[src/rtl/fetch_queue.sv]
// fetch_queue: circular instruction buffer between fetch and decode.
// Optional same-cycle bypass when empty: define FETCH_QUEUE_BYPASS_EN.
module fetch_queue #(
    parameter int DEPTH = 4
) (
    input  logic                     clk,
    input  logic                     reset,
    input  logic                     flush,
    input  logic                     in_valid,
    output logic                     in_ready,
    input  logic [31:0]              in_instr,
    input  logic [31:0]              in_pc,
    input  logic                     in_exc,
    output logic                     out_valid,
    input  logic                     out_ready,
    output logic [31:0]              out_instr,
    output logic [31:0]              out_pc,
    output logic [31:0]              out_pcplus4,
    output logic                     out_exc,
    output logic [$clog2(DEPTH):0]   count
);

    localparam int AW = $clog2(DEPTH);
    localparam int CW = AW + 1;
    localparam logic [CW-1:0] FULL = CW'(DEPTH);

    logic [64:0]   mem [DEPTH];
    logic [AW-1:0] rptr;
    logic [AW-1:0] wptr;
    logic [64:0]   head;
    logic          empty;
    logic          full;
    logic          bypass;
    logic          push;
    logic          pop;
    logic          wr;
    logic          rd;

    assign empty = (count == '0);
    assign full  = (count == FULL);

`ifdef FETCH_QUEUE_BYPASS_EN
    assign bypass = empty & in_valid & ~flush;
`else
    assign bypass = 1'b0;
`endif

    // No pop-through when full keeps out_ready off the in_ready path.
    assign in_ready  = ~full & ~flush;
    assign out_valid = (~empty & ~flush) | bypass;

    assign push = in_valid & in_ready;
    assign pop  = out_valid & out_ready;
    assign wr   = push & ~(bypass & out_ready);
    assign rd   = pop & ~empty;

    // Head selection: stored entry, bypassed input, or zeros when empty.
    always_comb begin
        head = '0;
        if (!empty) begin
            head = mem[rptr];
        end else if (bypass) begin
            head = {in_exc, in_pc, in_instr};
        end
    end

    assign {out_exc, out_pc, out_instr} = head;
    assign out_pcplus4 = out_pc + 32'd4;

    // Entry storage; contents survive flush and reset.
    always_ff @(posedge clk) begin
        if (wr) begin
            mem[wptr] <= {in_exc, in_pc, in_instr};
        end
    end

    // Pointers and occupancy; flush behaves exactly like reset.
    always_ff @(posedge clk) begin
        if (reset || flush) begin
            rptr  <= '0;
            wptr  <= '0;
            count <= '0;
        end else begin
            if (wr) begin
                wptr <= wptr + AW'(1);
            end
            if (rd) begin
                rptr <= rptr + AW'(1);
            end
            unique case ({wr, rd})
                2'b10:   count <= count + CW'(1);
                2'b01:   count <= count - CW'(1);
                default: count <= count;
            endcase
        end
    end

endmodule

[config.mk]
export PLATFORM = sky130hd
export DESIGN_NAME = fetch_queue
export DESIGN_NICKNAME = d
export VERILOG_FILES = /design/src/rtl/fetch_queue.sv
export SDC_FILE = /design/constraint.sdc
export NUM_CORES = 1
export LEC_CHECK = 0
export ABC_CLOCK_PERIOD_IN_PS = 4000
export BUFFER_PORTS_ARGS = -buffer_cell sky130_fd_sc_hd__buf_2
export CAP_MARGIN = 0
export CORE_MARGIN = 3
export CORE_UTILIZATION = 45
export DETAILED_ROUTE_END_ITERATION = 6
export PLACE_DENSITY = 0.76
export SKIP_CTS_REPAIR_TIMING = 1
export SYNTH_ARGS = -nofsm -noshare
export SYNTH_HDL_FRONTEND = slang
export SYNTH_SLANG_ARGS = --single-unit
export TNS_END_PERCENT = 1
[constraint.sdc]
create_clock -name clk -period 4 [get_ports clk]
set_input_delay 0.2 -clock clk [delete_from_list [all_inputs] [get_ports clk]]
set_output_delay 0.2 -clock clk [all_outputs]
set_load 0.01 [all_outputs]
==> metrics.txt <==
# TYPE chip_impl_metric gauge
chip_impl_metric{name="cp_num_buf_inv",unit=""} 2
chip_impl_metric{name="total_number_of_vias",unit=""} 5941
chip_impl_metric{name="syn_area_per_cell",unit="um^2"} 19.3
chip_impl_metric{name="synth_fp_nets",unit=""} 650
chip_impl_metric{name="initial_antenna_violation_count",unit=""} 0
chip_impl_metric{name="setup-violations-final",unit=""} 0
chip_impl_metric{name="grt.overflow.total",unit=""} 0
chip_impl_metric{name="placement_rows",unit=""} 56
chip_impl_metric{name="placement.cell_area",unit="mm^2"} 0.0122
chip_impl_metric{name="place.gp.congestion",unit=""} 0.809
chip_impl_metric{name="timing.final.crit_share",unit="%"} 90.7
chip_impl_metric{name="antenna_cells_inserted",unit=""} 0
chip_impl_metric{name="maximum_number_of_pins_on_one_net_before_global_route_repair",unit=""} 66
chip_impl_metric{name="wire_per_inst",unit="um"} 19.5
chip_impl_metric{name="layout-drive-gt1-share",unit="%"} 34.4
chip_impl_metric{name="timing.final.hold_violations",unit=""} 0
chip_impl_metric{name="design.final.nets",unit=""} 895
chip_impl_metric{name="tightestPinTransition",unit="ns"} 1.07
chip_impl_metric{name="area_growth_syn_to_layout",unit="%"} 25.0
chip_impl_info{name="synth_area_leader_cell",value="sky130_fd_sc_hd__edfxtp_1"} 1
chip_impl_metric{name="holdPathStages",unit=""} 3
chip_impl_metric{name="p_switching",unit="uW"} 1170
chip_impl_info{name="timing_worst_setup_path_type",value="reg -> out"} 1
chip_impl_metric{name="stdcell_area",unit="mm^2"} 0.0138
chip_impl_metric{name="dp_worst_setup_slack",unit="ns"} 0.856
chip_impl_info{name="rsz0062_at_grt",value="no"} 1
chip_impl_info{name="synth_flop_cell",value="sky130_fd_sc_hd__edfxtp_1"} 1
chip_impl_info{name="r2r_end",value="mem[2][48]"} 1
chip_impl_info{name="worst_setup_path_start_kind",value="flip-flop"} 1
chip_impl_metric{name="finalCriticalPeriod",unit="ns"} 3.63
chip_impl_metric{name="die_x",unit="um"} 163
chip_impl_metric{name="drt_drc_violations_left",unit=""} 0
chip_impl_metric{name="worst_path_largest_cell_delay",unit="ns"} 0.56
chip_impl_info{name="worst_hold_startpoint",value="reset"} 1
chip_impl_metric{name="timing.slew.headroom",unit="%"} 28.5
chip_impl_metric{name="place_hpwl",unit="um"} 13900
chip_impl_info{name="ys_top_cells_by_area",value="sky130_fd_sc_hd__edfxtp_1 (70%), sky130_fd_sc_hd__mux4_2 (10%), sky130_fd_sc_hd__mux4_1 (4.3%)"} 1
chip_impl_info{name="timing.critical_path.max_delay_family",value="simple AND/OR/NAND/NOR gates"} 1
chip_impl_metric{name="vias_in_the_first_global_route",unit=""} 6039
chip_impl_metric{name="critical_path_at",unit="ns"} 3.43
chip_impl_metric{name="global_route_wire_length_before_repair",unit="um"} 33700
chip_impl_metric{name="cts_buf_count",unit=""} 27
chip_impl_metric{name="slew_violations",unit=""} 0
chip_impl_metric{name="final.fill_count",unit=""} 1813
chip_impl_metric{name="clk_transition_reported_paths",unit="ns"} 0.06
chip_impl_metric{name="grt_usage",unit="%"} 16.3
chip_impl_metric{name="ant_nets",unit=""} 0
chip_impl_metric{name="synth_sequential_area_ratio",unit="%"} 72.1
chip_impl_metric{name="coreArea",unit="mm^2"} 0.0238
chip_impl_info{name="cts_tree",value="built"} 1
chip_impl_metric{name="rr_worst_depth",unit=""} 3
chip_impl_metric{name="max_cap_violations",unit=""} 0
chip_impl_metric{name="synth.top_cell.area_share",unit="%"} 70.5
chip_impl_metric{name="floorplan.initialDensity",unit="%"} 46.5
chip_impl_metric{name="buffer_ports.inserted",unit=""} 171
chip_impl_metric{name="ff2ff_setup_slack",unit="ns"} 1.59
chip_impl_info{name="endpoint_class_of_the_critical_path",value="primary output"} 1
chip_impl_metric{name="fp.dieArea",unit="mm^2"} 0.0265
chip_impl_metric{name="share_seq_of_total_power",unit="%"} 51.3
chip_impl_metric{name="clock_path_buffers",unit=""} 3
chip_impl_metric{name="synth-edff-count",unit=""} 260
chip_impl_metric{name="post-layout-total-power",unit="uW"} 6130
chip_impl_info{name="most_common_cell_in_the_synthesized_netlist",value="sky130_fd_sc_hd__edfxtp_1"} 1
chip_impl_metric{name="fmax_achieved",unit="MHz"} 276
chip_impl_metric{name="worstSkewPairLatency",unit="ns"} 0.51
chip_impl_metric{name="synth-warning-count",unit=""} 0
chip_impl_metric{name="routed_via_density",unit=""} 5.13
chip_impl_metric{name="hold_slack",unit="ns"} 0.0413
chip_impl_metric{name="synth.cell_area",unit="mm^2"} 0.0111
chip_impl_info{name="hold-path-endpoint",value="wptr[0]"} 1
chip_impl_metric{name="final.setup_skew",unit="ns"} 0.00715
chip_impl_metric{name="path_max_fanout",unit=""} 34
chip_impl_metric{name="fp.dieH",unit="um"} 163
chip_impl_metric{name="cts.sink_count",unit=""} 269
chip_impl_metric{name="cts-htree-levels",unit=""} 1
chip_impl_metric{name="clock_power_share",unit="%"} 43.8
chip_impl_metric{name="first_pass_iters",unit=""} 4
chip_impl_info{name="cts-root-buf",value="sky130_fd_sc_hd__clkbuf_16"} 1
chip_impl_metric{name="boundaryPins",unit=""} 172
chip_impl_metric{name="cellInternalPower",unit="uW"} 4960
chip_impl_metric{name="p_sw_share",unit="%"} 19.0
chip_impl_metric{name="detailed_route_wire_length",unit="um"} 22600
chip_impl_info{name="crit_path_cell_trace",value="or3_2 > nand2_1 > inv_1 > ha_1 > nand3_1 > nor4_4 > nand3_2 > nor4_2 > xnor2_1 > buf_2"} 1
chip_impl_metric{name="worst_setup_slack_final",unit="ns"} 0.372
chip_impl_metric{name="synth_cell_type_count",unit=""} 36
chip_impl_metric{name="netlist_instances",unit=""} 573
chip_impl_info{name="r2r_start",value="count[1]"} 1
chip_impl_info{name="critical-path-slowest-cell",value="sky130_fd_sc_hd__or3_2"} 1
chip_impl_metric{name="p_comb_share",unit="%"} 4.9
chip_impl_metric{name="worst_ep_required_time",unit="ns"} 3.80
chip_impl_metric{name="drt_iter0_drc",unit=""} 351
chip_impl_info{name="worstHoldPathType",value="in -> reg"} 1
chip_impl_metric{name="setup_tns",unit="ns"} 0
chip_impl_metric{name="synth_seq_cells",unit=""} 269
chip_impl_info{name="result_of_the_run",value="finished clean"} 1
chip_impl_metric{name="power_leakage",unit="uW"} 0.00504
chip_impl_metric{name="asyncSetResetFlopFracSynth",unit="%"} 0
chip_impl_metric{name="power_density",unit="mW/mm^2"} 443
chip_impl_metric{name="ir_worst_vdd",unit="mV"} 0.396
chip_impl_info{name="yosys-top-cells-count",value="sky130_fd_sc_hd__edfxtp_1 (260), sky130_fd_sc_hd__and2_1 (58), sky130_fd_sc_hd__mux4_2 (49)"} 1
==> power groups by stage <==
| stage | sequential [uW] | combinational [uW] | clock, uW |
|---|---|---|---|
| after floorplan | 3200 | 127 | 0 |
| after global routing | 3140 | 328 | 2870 |
| after detailed placement | 3200 | 249 | 0 |
| after CTS | 3140 | 250 | 2730 |
| final | 3140 | 301 | 2680 |
| after global placement | 3200 | 243 | 0 |
==> metal layers <==
metal	share of wire, %	vias to the layer above	wire length (um)	track usage, %
li1	-	2743	-	-
met1	43	2946	9690	21.8
met2	48	206	10800	26.6
met5	0	-	0	0
met4	2.4	0	533	4.31
met3	7.0	46	1580	4.70
==> sequential cells by signal (all words and copies together), names as in the netlist, named ones only <==
signal	count
rptr	2
count	3
wptr	2
mem	260
==> cell families (layout without fill, tap and decap cells) <==
group,count (synthesis),after routing,synth area share [%]
DFF,269,269,72.1
and+or+nand+nor,147,147,7.68
muxes,68,68,14.3
buffers and inverters,44,309,2.20
xor gates and xnor gates,32,32,2.53
adders and majority gates,7,7,0.859
AOI/OAI and AO/OA,6,6,0.282
==> tightest hold or removal path, stage by stage <==
cell and delay (ns):
sky130_fd_sc_hd__buf_2 0.07, sky130_fd_sc_hd__or2_2 0.18, sky130_fd_sc_hd__nor2_1 0.06
==> metrics by stage <==
stage	cells	utilization (%)
after floorplan	573	-
after global placement	1043	51.4
after detailed placement	1043	51.4
after CTS	1092	55.4
after global routing	1157	58.1
final	1157	58.1
==> final cells by class <==
type | count | area (um^2) | share of cell area (%)
Clock buffer | 31 | 691 | 4.99
Clock inverter | 18 | 268 | 1.93
Inverter | 16 | 60.1 | 0.434
Multi-Input combinational cell | 260 | 2870 | 20.7
Sequential cell | 269 | 8000 | 57.7
Tap cell | 319 | 399 | 2.88
Timing Repair Buffer | 244 | 1570 | 11.3
==> cell usage in the layout, fill, tap and decap left out, drive strengths merged <==
cell         count
clkbuf          31
or2              1
clkinv          11
nor4             6
nor2            18
a31oi            1
bufinv           7
nand4            3
mux2i            1
nor3             9
dlygate4sd3     65
xnor2           15
or3              3
nand2           28
inv             16
dfxtp            9
fa               1
and3             5
nor3b            1
ha               6
and2            58
o21ai            2
xor2            17
buf            179
edfxtp         260
a21oi            3
nand3           15
mux4            67
==> how the worst max path moves through the flow <==
stage	depth (start not counted)	start	to
after global routing	9	flip-flop	out_pcplus4[24]
after CTS	10	count[0]	out_pcplus4[24]
after detailed placement	10	count[0]	out_pcplus4[24]
after global placement	10	count[2]	out_pcplus4[24]
final	10	count[0]	out_pcplus4[24]
after floorplan	13	count[0]	out_pcplus4[30]
No activity file was read; power rests on OpenSTA's default activity.
